File: src/rtl/colour_scan_pkg.sv
// colour_scan_pkg: shared state, threshold types and defaults for the colour scan controller
package colour_scan_pkg;
  typedef enum logic [1:0] {IDLE, ARM, RUN} scan_state_t;
  typedef struct packed {
    logic [3:0] upper;
    logic [3:0] lower;
  } thresh_t;
  localparam logic [3:0] DEFAULT_UPPER = 4'h8;
  localparam logic [3:0] DEFAULT_LOWER = 4'h3;
  localparam int FRAME_PIXELS = 76800;
  localparam thresh_t DEFAULT_THRESH = '{upper: DEFAULT_UPPER, lower: DEFAULT_LOWER};
endpackage

File: src/rtl/colour_scan_slot_hysteresis.sv
// slot_hysteresis: saturating hit/miss counter that debounces one slot's detection
module slot_hysteresis #(
  parameter int PERSIST = 3
) (
  input  logic clk,
  input  logic reset_n,
  input  logic hit,
  input  logic strobe,
  output logic detected
);
  localparam int CW = $clog2(PERSIST + 1);
  logic [CW-1:0] cnt, cnt_nxt;
  always_comb
    cnt_nxt = !strobe ? cnt
            : hit ? (cnt == CW'(PERSIST) ? cnt : cnt + 1'b1)
            : (cnt == '0 ? cnt : cnt - 1'b1);
  always_ff @(posedge clk or negedge reset_n)
    if (!reset_n) begin
      cnt      <= '0;
      detected <= 1'b0;
    end else begin
      cnt      <= cnt_nxt;
      detected <= cnt_nxt == CW'(PERSIST) ? 1'b1 : cnt_nxt == '0 ? 1'b0 : detected;
    end
endmodule

File: src/rtl/colour_scan_ctrl.sv
// colour_scan_ctrl: round-robin colour target scanner, one slot per frame, with per-slot hysteresis.
// Optional watchdog enabled by defining COLOUR_SCAN_TIMEOUT_EN.
module colour_scan_ctrl
  import colour_scan_pkg::*;
#(
  parameter int NUM_SLOTS      = 4,
  parameter int MIN_PIXELS     = FRAME_PIXELS * 4 / 5,
  parameter int PERSIST        = 3,
  parameter int TIMEOUT_CYCLES = 2000000,
  localparam int SW            = $clog2(NUM_SLOTS)
) (
  input  logic                 clk,
  input  logic                 reset_n,
  input  logic                 enable,
  input  logic                 frame_start,
  input  logic [16:0]          count_in,
  input  logic                 cfg_we,
  input  logic [SW-1:0]        cfg_slot,
  input  logic [3:0]           cfg_upper,
  input  logic [3:0]           cfg_lower,
  output logic [3:0]           upper_thresh,
  output logic [3:0]           lower_thresh,
  output logic [SW-1:0]        active_slot,
  output logic                 result_valid,
  output logic [SW-1:0]        result_slot,
  output logic [16:0]          result_count,
  output logic [NUM_SLOTS-1:0] detected,
  output logic                 stall
);
  scan_state_t   state, state_nxt;
  thresh_t       tbl [NUM_SLOTS];
  thresh_t       applied, cfg_val;
  logic          capture, hit, trip, cfg_ok;
  logic [SW-1:0] slot_nxt;
  assign cfg_val      = '{upper: cfg_upper, lower: cfg_lower};
  assign cfg_ok       = cfg_we && ({1'b0, cfg_slot} < (SW+1)'(NUM_SLOTS));
  assign capture      = state == RUN && enable && frame_start;
  assign hit          = count_in > 17'(MIN_PIXELS);
  assign slot_nxt     = active_slot == SW'(NUM_SLOTS - 1) ? '0 : active_slot + 1'b1;
  assign upper_thresh = applied.upper;
  assign lower_thresh = applied.lower;
  always_ff @(posedge clk or negedge reset_n)
    if (!reset_n) state <= IDLE;
    else          state <= state_nxt;
  always_comb
    state_nxt = !enable ? IDLE
              : trip ? ARM
              : state == IDLE ? ARM
              : (state == ARM && frame_start) ? RUN
              : state;
  // A write aimed at the slot being switched in wins over the stale table entry.
  always_ff @(posedge clk or negedge reset_n)
    if (!reset_n) begin
      for (int i = 0; i < NUM_SLOTS; i++) tbl[i] <= DEFAULT_THRESH;
      applied      <= DEFAULT_THRESH;
      active_slot  <= '0;
      result_valid <= 1'b0;
      result_slot  <= '0;
      result_count <= '0;
    end else begin
      if (cfg_ok) tbl[cfg_slot] <= cfg_val;
      result_valid <= capture;
      if (capture) begin
        result_slot  <= active_slot;
        result_count <= count_in;
        active_slot  <= slot_nxt;
        applied      <= (cfg_ok && cfg_slot == slot_nxt) ? cfg_val : tbl[slot_nxt];
      end
    end
  for (genvar k = 0; k < NUM_SLOTS; k++) begin : g_hyst
    slot_hysteresis #(.PERSIST(PERSIST)) u_hyst (
      .clk      (clk),
      .reset_n  (reset_n),
      .hit      (hit),
      .strobe   (capture && active_slot == SW'(k)),
      .detected (detected[k])
    );
  end
`ifdef COLOUR_SCAN_TIMEOUT_EN
  localparam int TW = $clog2(TIMEOUT_CYCLES + 1);
  logic [TW-1:0] wd_cnt;
  assign trip = state == RUN && enable && !frame_start && wd_cnt == TW'(TIMEOUT_CYCLES - 1);
  always_ff @(posedge clk or negedge reset_n)
    if (!reset_n) begin
      wd_cnt <= '0;
      stall  <= 1'b0;
    end else begin
      wd_cnt <= frame_start ? '0 : wd_cnt == TW'(TIMEOUT_CYCLES) ? wd_cnt : wd_cnt + 1'b1;
      stall  <= frame_start ? 1'b0 : trip ? 1'b1 : stall;
    end
`else
  logic unused_timeout;
  assign unused_timeout = ^TIMEOUT_CYCLES;
  assign trip  = 1'b0;
  assign stall = 1'b0;
`endif
endmodule
File: config.mk
export PLATFORM = sky130hd
export DESIGN_NAME = colour_scan_ctrl
export DESIGN_NICKNAME = d
export VERILOG_FILES = /design/src/rtl/colour_scan_pkg.sv /design/src/rtl/colour_scan_slot_hysteresis.sv /design/src/rtl/colour_scan_ctrl.sv
export SDC_FILE = /design/constraint.sdc
export NUM_CORES = 1
export LEC_CHECK = 0
export CORE_MARGIN = 2
export CORE_UTILIZATION = 43
export CTS_CLUSTER_DIAMETER = 120
export DETAILED_ROUTE_END_ITERATION = 8
export PLACE_DENSITY = 0.68
export SETUP_SLACK_MARGIN = 0.1
export SLEW_MARGIN = 20
export SYNTH_ARGS = -nofsm -noshare
export SYNTH_HDL_FRONTEND = slang
export SYNTH_SLANG_ARGS = --single-unit
File: constraint.sdc
create_clock -name clk -period 2.4 [get_ports clk]
set_input_delay 0.48 -clock clk [delete_from_list [all_inputs] [get_ports clk]]
set_output_delay 0.48 -clock clk [all_outputs]
set_load 0.005 [all_outputs]
Yosys cells after proc, flatten, opt, wreduce, memory -nomap -nowiden
Index checks and enable logic that the tools add are counted.

word-level totals
  register bits after elaboration = 76
  input bits = 32

cells by class
  reductions and logical operators = 23
  eq/ne operators = 15
  mux-type cells = 35
  add/subtract/negate cells = 9
  $lt $le $gt $ge = 4
  bitwise logic cells = 2

operator list
  operator                                                         count
  two-way mux 2 bit                                                20
  bitwise mux 32 bit                                               1
  two-way mux 8 bit                                                4
  == test 2 bit, second input constant                             11
  zero test 2 bit                                                  10
  greater-than comparator 17 x 16 -> 1 bit, second input constant  1
  binary-select mux 8 bit (select 2 bit)                           1
  demux 8 bit (select 2 bit)                                       1
  adder 2 x 1 -> 2 bit, second input constant                      5
  logical AND 1 bit                                                9
  two-way mux 1 bit                                                8
  nonzero test 2 bit                                               4
  subtractor 2 x 1 -> 2 bit, second input constant                 4
  greater-or-equal comparator 3 bit, second input constant         2
  NOT 2 -> 3 bit                                                   2
  == test 2 x 1 -> 1 bit, second input constant                    2
  less-than comparator 3 x 1 -> 1 bit, second input constant       1
  != test 3 x 1 -> 1 bit, second input constant                    1
  == test 2 bit                                                    1

Longest topological paths before layout
Gate-level depths: netlist of run 1.

  word-level depth = 8
  mapped depth = 7

By module
Synthesis of run 1 repeated with hierarchy kept, for this count alone.

second synthesis, totals
  cell total of the unflattened synthesis = 298
  area, all modules = 3,530.9 µm²

modules (own cells, without submodules)
  module            instances  sequential area each (µm²)  area each (µm²)  cells an instance
  colour_scan_ctrl  1          1,620.3                     2,860.2          238
  slot_hysteresis   4          75.1                        167.7            15

Least setup slack after synthesis of run 1
Ideal clock, no wire load.

  path kind = in2reg
  from = input count_in[4]
  to = register g_hyst[0].u_hyst.detected
  path slack = 0.154 ns
  stages = 6
  arrival time = 2.121 ns
  data required time = 2.275 ns
  cell sequence = nor4_1 a41oi_1 maj3_1 mux2_2 ha_1 mux2_2

on the way
  word-level cells in the longest chain between the ends = 5
  elaborated cells on any way between the ends = 7

ends and longest elaborated chain
  item                                                            line                               source
  start: declaration                                              colour_scan_ctrl.sv:16             input logic [16:0] count_in,
  greater-than comparator 17 x 16 -> 1 bit *                      colour_scan_ctrl.sv:38             assign hit = count_in > 17'(MIN_PIXELS);
  two-way mux 2 bit *                                             colour_scan_slot_hysteresis.sv:15  : hit ? (cnt == CW'(PERSIST) ? cnt : cnt + 1'b1)
  two-way mux 2 bit *                                             colour_scan_slot_hysteresis.sv:14  cnt_nxt = !strobe ? cnt
  net g_hyst[0].u_hyst.cnt_nxt[0]                                 colour_scan_slot_hysteresis.sv:12  logic [CW-1:0] cnt, cnt_nxt;
  == test 2 bit / zero test 2 bit (equally long branches)         colour_scan_slot_hysteresis.sv:23  detected <= cnt_nxt == CW'(PERSIST) ? 1'b1 : cnt_nxt == '0 ? 1'b0 : detected;
  two-way mux 1 bit / nonzero test 2 bit (equally long branches)  n/a
  end signal: assignment                                          colour_scan_slot_hysteresis.sv:23
  end: declaration                                                colour_scan_slot_hysteresis.sv:9   output logic detected

Mark *: on every way through the listed nets, which the timed path passes. The rest lies on a longest branch.
A chain may end at the register's enable or synchronous reset.

Worst setup path after layout of run 1
  from = input count_in[16]
  to = register g_hyst[0].u_hyst.detected

Same word-level chain as after synthesis.

==> run_results.csv, run 1 <==
group,metric,value,unit
grt,grtUsageMet2,28.84,%
power,seq_power_share,42.8,%
worst_setup_path,arrival,2.47,ns
final_layout,fillerInstances,646,
timing,finalClockSkew,0.009705,ns
worst_setup_path,crit_path_cell_trace,"clkdlybuf4s50_1, nor2_1, a41oi_2, maj3_2, mux2_2, ha_1, mux2_2",
synthesis,yosysSeqAreaShare,55.72,%
final_layout,finish.utilization,58.55,%
cts,htreeDepth,3,
grt,top_usage_layer,"met2",
die,core,7727,um^2
power,swShare,28.17,%
routing,vias,2441,
power,vdd_drop_max,0.0005253,V
timing,slew_viol_final,0,
routing,first_iter_violations,96,
place,gp_routability_congestion,0.7436,
routing,drt_pass1_iterations,4,
min_path,min_path_type,"primary input to async pin",
power,power_density,919.7,nW/um^2
cts,post-cts-setup-buffers,0,
grt,grt_pass1_wl,12240,um
final_layout,fin_cells,469,
cts,cts_buffers,9,
power,power_frac_comb,33.9,%
routing,ant_nets,0,
die,die_w,93.54,um
timing,worst_pin_slew,0.5065,ns
die,rows,32,
power,p_leak,2.038,nW
synthesis,synth_top_area_cell,"dfrtp_1",
cts,cts_buffer_depth,2,
final_layout,syn2layout_area_growth,31.25,%
die,die_h,93.54,um
cts,clkTransAtPathRegs,0.08,ns
timing,setup-tns-final,0,ns
timing,period_minus_slack,2.255,ns
timing,hold_viol,0,
worst_setup_path,crit_type,"primary input to flop",
grt,grt_max_degree,38,
final_layout,fin_nets,402,
power,internal-power,2.989,mW
routing,avgRoutedWirePerCell,15.26,um
grt,grtUsageMet1,25.15,%
worst_setup_path,start_kind,"primary input",
place,numPortBuffers,65,
synthesis,ys_seq_elements,76,
grt,grt_overflow_total,0,
cts,cts_tree,"yes",
synthesis,synth_top_area_share,44.28,%
die,start_util,44.61,%
final_layout,drive_above_1_share,29.16,%
cts,clk_latency,0.34,ns
grt,grt_usage,17.90,%
worst_setup_path,crit_path_top_delay_cell,"clkdlybuf4s50_1",
final_layout,antenna_cells,0,
place,pre_cts_slack,-0.5287,ns
timing,slew_headroom,66.13,%
synthesis,yosysWarnings,0,
status,status,"completed",
power,power.switching,1.172,mW
timing,setup_ws,0.1453,ns
die,dieArea,8749,um^2
die,io_pins,67,
grt,grt_pass1_vias,2481,
timing,fmax,0.4435,GHz
synthesis,netlist_instances,284,
synthesis,ys_types,35,
run,cap_viol_max_count,0,
final_layout,design_area,4524,um^2
cts,root_buffer,"clkbuf_8",
cts,postCtsHoldBufs,0,
place,dp_hpwl,5019,um
worst_setup_path,crit_required,2.62,ns
worst_setup_path,cpMostUsedCell,"mux2_2",
timing,rsz0062_at_grt,"false",
power,clkPwrFrac,23.3,%
worst_setup_path,max_stage_delay,0.48,ns
synthesis,synth_fp_nets,324,
routing,post-route-drc-count,0,
timing,timing.final.crit_share,93.95,%
routing,viasPerCell,5.205,
synthesis,syn_area_per_cell,12.14,um^2
synthesis,synth.cell_area,3447,um^2
synthesis,synth_area_leaders,"dfrtp_1 44%, mux2_2 12%, dfstp_2 11%",
grt,use_met3,3.062,%
worst_setup_path,crit_path_end_kind,"flop",
timing,setup-violations-final,0,
worst_setup_path,crit_path_max_fanout,3,
routing,drt_wl_total,7157,um
place,numPlacedInstances,453,
place,place_area,4288,um^2
cts,numClockSinks,76,
grt,antenna_found_initial,0,
[path summary, 6_finish.rpt]
check | start | end | slack [ns] | cells after the start
hold reg to reg | result_count[5] | result_count[5] | 0.48 | 2
setup / recovery | count_in[16] | g_hyst[0].u_hyst.detected | 0.15 | 7
setup reg to reg | active_slot[1] | lower_thresh[3] | 0.27 | 6
max in group asynchronous | reset_n | lower_thresh[1] | 1.62 | 2
min in group clk | count_in[0] | result_count[0] | 0.42 | 3
hold / removal | reset_n | state[0] | 0.08 | 1
[synth_stat cells, drive strengths merged]
cell type	instances
mux2	37
nand3	1
nand4	1
nor4	2
dfstp	15
nor3	1
or3	1
o21ai	10
a21o	1
a41oi	3
conb	1
and2	7
ha	8
clkbuf	8
xnor2	1
nand4b	1
o2111ai	3
a21oi	8
nand3b	2
nand2	63
mux2i	3
a22o	1
a221o	7
mux4	8
nor3b	1
dfrtp	61
buf	8
nor2b	4
inv	8
a31oi	5
maj3	1
nor2	3
[sequential cells by signal (all words and copies together) (netlist names), named ones only]
register	count
active_slot	2
g_hyst.u_hyst.cnt	4
g_hyst.u_hyst.detected	4
lower_thresh	4
result_count	17
result_slot	2
result_valid	1
state	2
tbl	32
upper_thresh	4
[worst max-delay path, delay by kind of cell]
family,cells,cell delay (ns)
fa+ha+maj,2,0.60
mux,2,0.59
buf+inv,1,0.48
simple gates,1,0.16
compound gates,1,0.15
[through the flow]
stage | hold slack, ns | total power, mW
after floorplan | 0.1844 | 2.527
after global placement | 0.4585 | 3.195
after detailed placement | 0.4624 | 3.230
after CTS | 0.08894 | 4.219
after global routing | 0.1022 | 4.429
final | 0.07766 | 4.161
[final cells by class]
cell class                 count  area (um^2)  share of cell area, %
sequential                    76         1921                  42.45
multi-input combinational    184         1459                  32.25
timing repair buffer          83        787.0                  17.39
clock buffer                  10        137.6                  3.042
tap                          102        127.6                  2.821
clock inverter                 6        62.56                  1.383
inverter                       8        30.03                 0.6637
[cells in the final DEF, fill, tap and decap left out, drive strengths merged, types with 2 or more instances in the layout]
cell type	instances
and2	7
mux2i	3
a31oi	5
nand2	63
mux2	37
buf	19
clkinv	4
dfstp	15
dfrtp	61
o2111ai	3
nand3b	2
clkbuf	10
nor2	3
a21oi	8
nor2b	4
clkdlybuf4s50	54
dlygate4sd2	9
a221o	7
inv	9
nor4	2
ha	8
a41oi	3
o21ai	10
mux4	8
[timing repair]
action | CTS | global route
resized for setup | 14 | 7
setup endpoints to repair | 4 | 11
pin swaps | 4 | 2
[kinds of logic after synthesis]
family,share of synthesized area (%)
flops,55.72
simple gates,11.51
buf+inv,3.267
xor+xnor,0.2541
compound gates,7.768
fa+ha+maj,3.194
mux,18.19
other cells,0.1088
[layer usage]
layer / up-vias / wire [um]
li1: 1157 / -
met1: 1195 / 3217
met2: 84 / 3486
met3: 5 / 403
met4: 0 / 50
met5: - / 0
[power groups by stage]
stage                     registers (mW)  logic [mW]  clock network (mW)
final                               1.78        1.41               0.968
after global routing                1.82        1.56                1.05
after floorplan                     1.80       0.728                   0
after global placement              1.79        1.40                   0
after CTS                           1.78        1.43                1.00
after detailed placement            1.81        1.42                   0
Power figures use the tool's default switching activity.
==> run 2, diff against run 1 <==
--- a/config.mk
+++ b/config.mk
@@ -5,13 +5,14 @@
 export SDC_FILE = /design/constraint.sdc
 export NUM_CORES = 1
 export LEC_CHECK = 0
+export CAP_MARGIN = 5
 export CORE_MARGIN = 2
 export CORE_UTILIZATION = 43
 export CTS_CLUSTER_DIAMETER = 120
 export DETAILED_ROUTE_END_ITERATION = 8
 export PLACE_DENSITY = 0.68
 export SETUP_SLACK_MARGIN = 0.1
-export SLEW_MARGIN = 20
 export SYNTH_ARGS = -nofsm -noshare
 export SYNTH_HDL_FRONTEND = slang
 export SYNTH_SLANG_ARGS = --single-unit
+export TNS_END_PERCENT = 30
==> run 2 against run 1 <==
Effect of this change: global-route usage unchanged; utilization down 0.15 points; critical path depth unchanged; count of clock-buffer cells in the layout unchanged; via count down 0.25%; die area unchanged; worst setup slack worse by 0.053 ns; sequential share of layout area up 0.11 points; largest power group unchanged; highest routed layer unchanged.
==> run_results.csv, run 2 (same netlist as run 1, synthesis figures left out) <==
group,metric,value,unit
timing,fmax,0.4333,GHz
power,power_density,921.2,nW/um^2
final_layout,layout_commonest_cell,"nand2_1",
final_layout,reg_top3,"tbl (32), result_count (17)",
die,die_w,93.54,um
timing,slew_headroom,66.11,%
routing,viasPerCell,5.192,
power,vdd_drop_max,0.0005219,V
timing,hold_viol,0,
cts,cts_buffer_depth,2,
worst_setup_path,arrival,2.53,ns
power,clkPwrFrac,23.3,%
worst_setup_path,r2r_setup_slack,0.28,ns
grt,grt_usage,17.90,%
cts,clk_latency,0.34,ns
timing,rsz0062_at_grt,"true",
worst_setup_path,worst_r2r_path_depth,6,
worst_setup_path,crit_required,2.62,ns
cts,postCtsHoldBufs,0,
timing,timing.final.crit_share,96.17,%
timing,setup_ws,0.09202,ns
power,internal-power,2.988,mW
die,core,7727,um^2
routing,ant_nets,0,
grt,grt_pass1_wl,12240,um
timing,period_minus_slack,2.308,ns
final_layout,multi_input_area,1450,um^2
final_layout,fillerInstances,648,
routing,vias,2435,
place,dp_hpwl,5019,um
cts,clkTransAtPathRegs,0.08,ns
final_layout,area.sequential,1921,um^2
final_layout,drive_above_1_share,28.34,%
timing,worst_pin_slew,0.5068,ns
power,total_power,4.158,mW
final_layout,largest_reg_flops,32,
worst_setup_path,crit_type,"primary input to flop",
routing,drt_pass1_iterations,5,
final_layout,fin_cells,469,
run,cap_viol_max_count,0,
die,dieArea,8749,um^2
power,p_leak,2.029,nW
status,status,"completed",
worst_setup_path,start_kind,"primary input",
cts,post-cts-setup-buffers,0,
final_layout,syn2layout_area_growth,30.93,%
grt,grt_max_degree,38,
worst_setup_path,critPathLaunch,"count_in[16]",
place,gp_routability_congestion,0.7436,
final_layout,fin_nets,402,
routing,first_iter_violations,92,
final_layout,final_cell_mix,"63 x nand2_1, 61 x dfrtp_1, 55 x clkdlybuf4s50_1",
cts,cts_tree,"yes",
timing,finalClockSkew,0.009787,ns
die,io_pins,67,
worst_setup_path,r2r_start,"active_slot[1]",
routing,drt_wl_total,7152,um
worst_setup_path,crit_path_max_fanout,3,
timing,slew_viol_final,0,
grt,grt_overflow_total,0,
power,swShare,28.13,%
cts,numClockSinks,76,
final_layout,antenna_cells,0,
power,power.switching,1.170,mW
place,numPortBuffers,65,
cts,root_buffer,"clkbuf_8",
cts,cts_buffers,9,
worst_setup_path,crit_path_end_kind,"flop",
timing,setup-tns-final,0,ns
die,start_util,44.61,%
min_path,min_path_type,"primary input to async pin",
routing,avgRoutedWirePerCell,15.25,um
timing,setup-violations-final,0,
power,seq_power_share,42.8,%
grt,antenna_found_initial,0,
routing,post-route-drc-count,0,
place,pre_cts_slack,-0.5287,ns
grt,grt_pass1_vias,2481,
final_layout,regMostFlops,"tbl",
die,die_h,93.54,um
die,rows,32,
power,power_frac_comb,33.9,%
place,numPlacedInstances,453,
cts,htreeDepth,3,
## run 2: routing by layer
metal	vias up	GRT usage [%]	wire, um	part of all wire, %
met1	1193	25.15	3224	45
met5	-	0	0	0
met2	79	28.84	3471	49
met3	7	3.062	391	5.5
met4	0	5.072	64	0.89
li1	1156	-	-	-
## run 2: layout make-up
class                      instances  area share, %
timing repair buffer              83          17.38
clock inverter                     6          1.386
tap                              102          2.828
sequential                        76          42.56
inverter                           8         0.6654
multi-input combinational        184          32.13
clock buffer                      10          3.050
## run 2: worst paths after layout
path | endpoint
max in group asynchronous | lower_thresh[1]
setup reg to reg | lower_thresh[3]
setup / recovery | g_hyst[0].u_hyst.detected
hold / removal | state[0]
min in group clk | result_count[5]
hold reg to reg | result_count[5]
## run 2: worst max-delay path, cell delays in order
cell,delay [ns]
clkdlybuf4s50_1,0.47
a41oi_1,0.26
a41oi_2,0.08
maj3_1,0.37
mux2_2,0.28
ha_1,0.28
mux2_2,0.32
## run 2: per-stage QoR
step / hold slack, ns / cell area, um^2 / util (%)
global placement: 0.4585 / 4288 / 55.49
global route: 0.1022 / 4513 / 58.40
detailed placement: 0.4624 / 4288 / 55.49
floorplan: 0.1844 / 3447 / -
CTS: 0.08894 / 4511 / 58.37
finish: 0.07594 / 4513 / 58.40
## run 2: power by group through the flow
stage	Clock, mW	Combinational, mW	Sequential, mW
2_1_floorplan	0	0.728	1.80
3_3_place_gp	0	1.40	1.79
3_5_place_dp	0	1.42	1.81
4_1_cts	1.00	1.43	1.78
5_1_grt	1.05	1.55	1.82
6_report	0.967	1.41	1.78
## run 2: what timing repair did
action | CTS | global route
resized for setup | 14 | 1
setup endpoints to repair | 4 | 11
pin swaps | 4 | 0
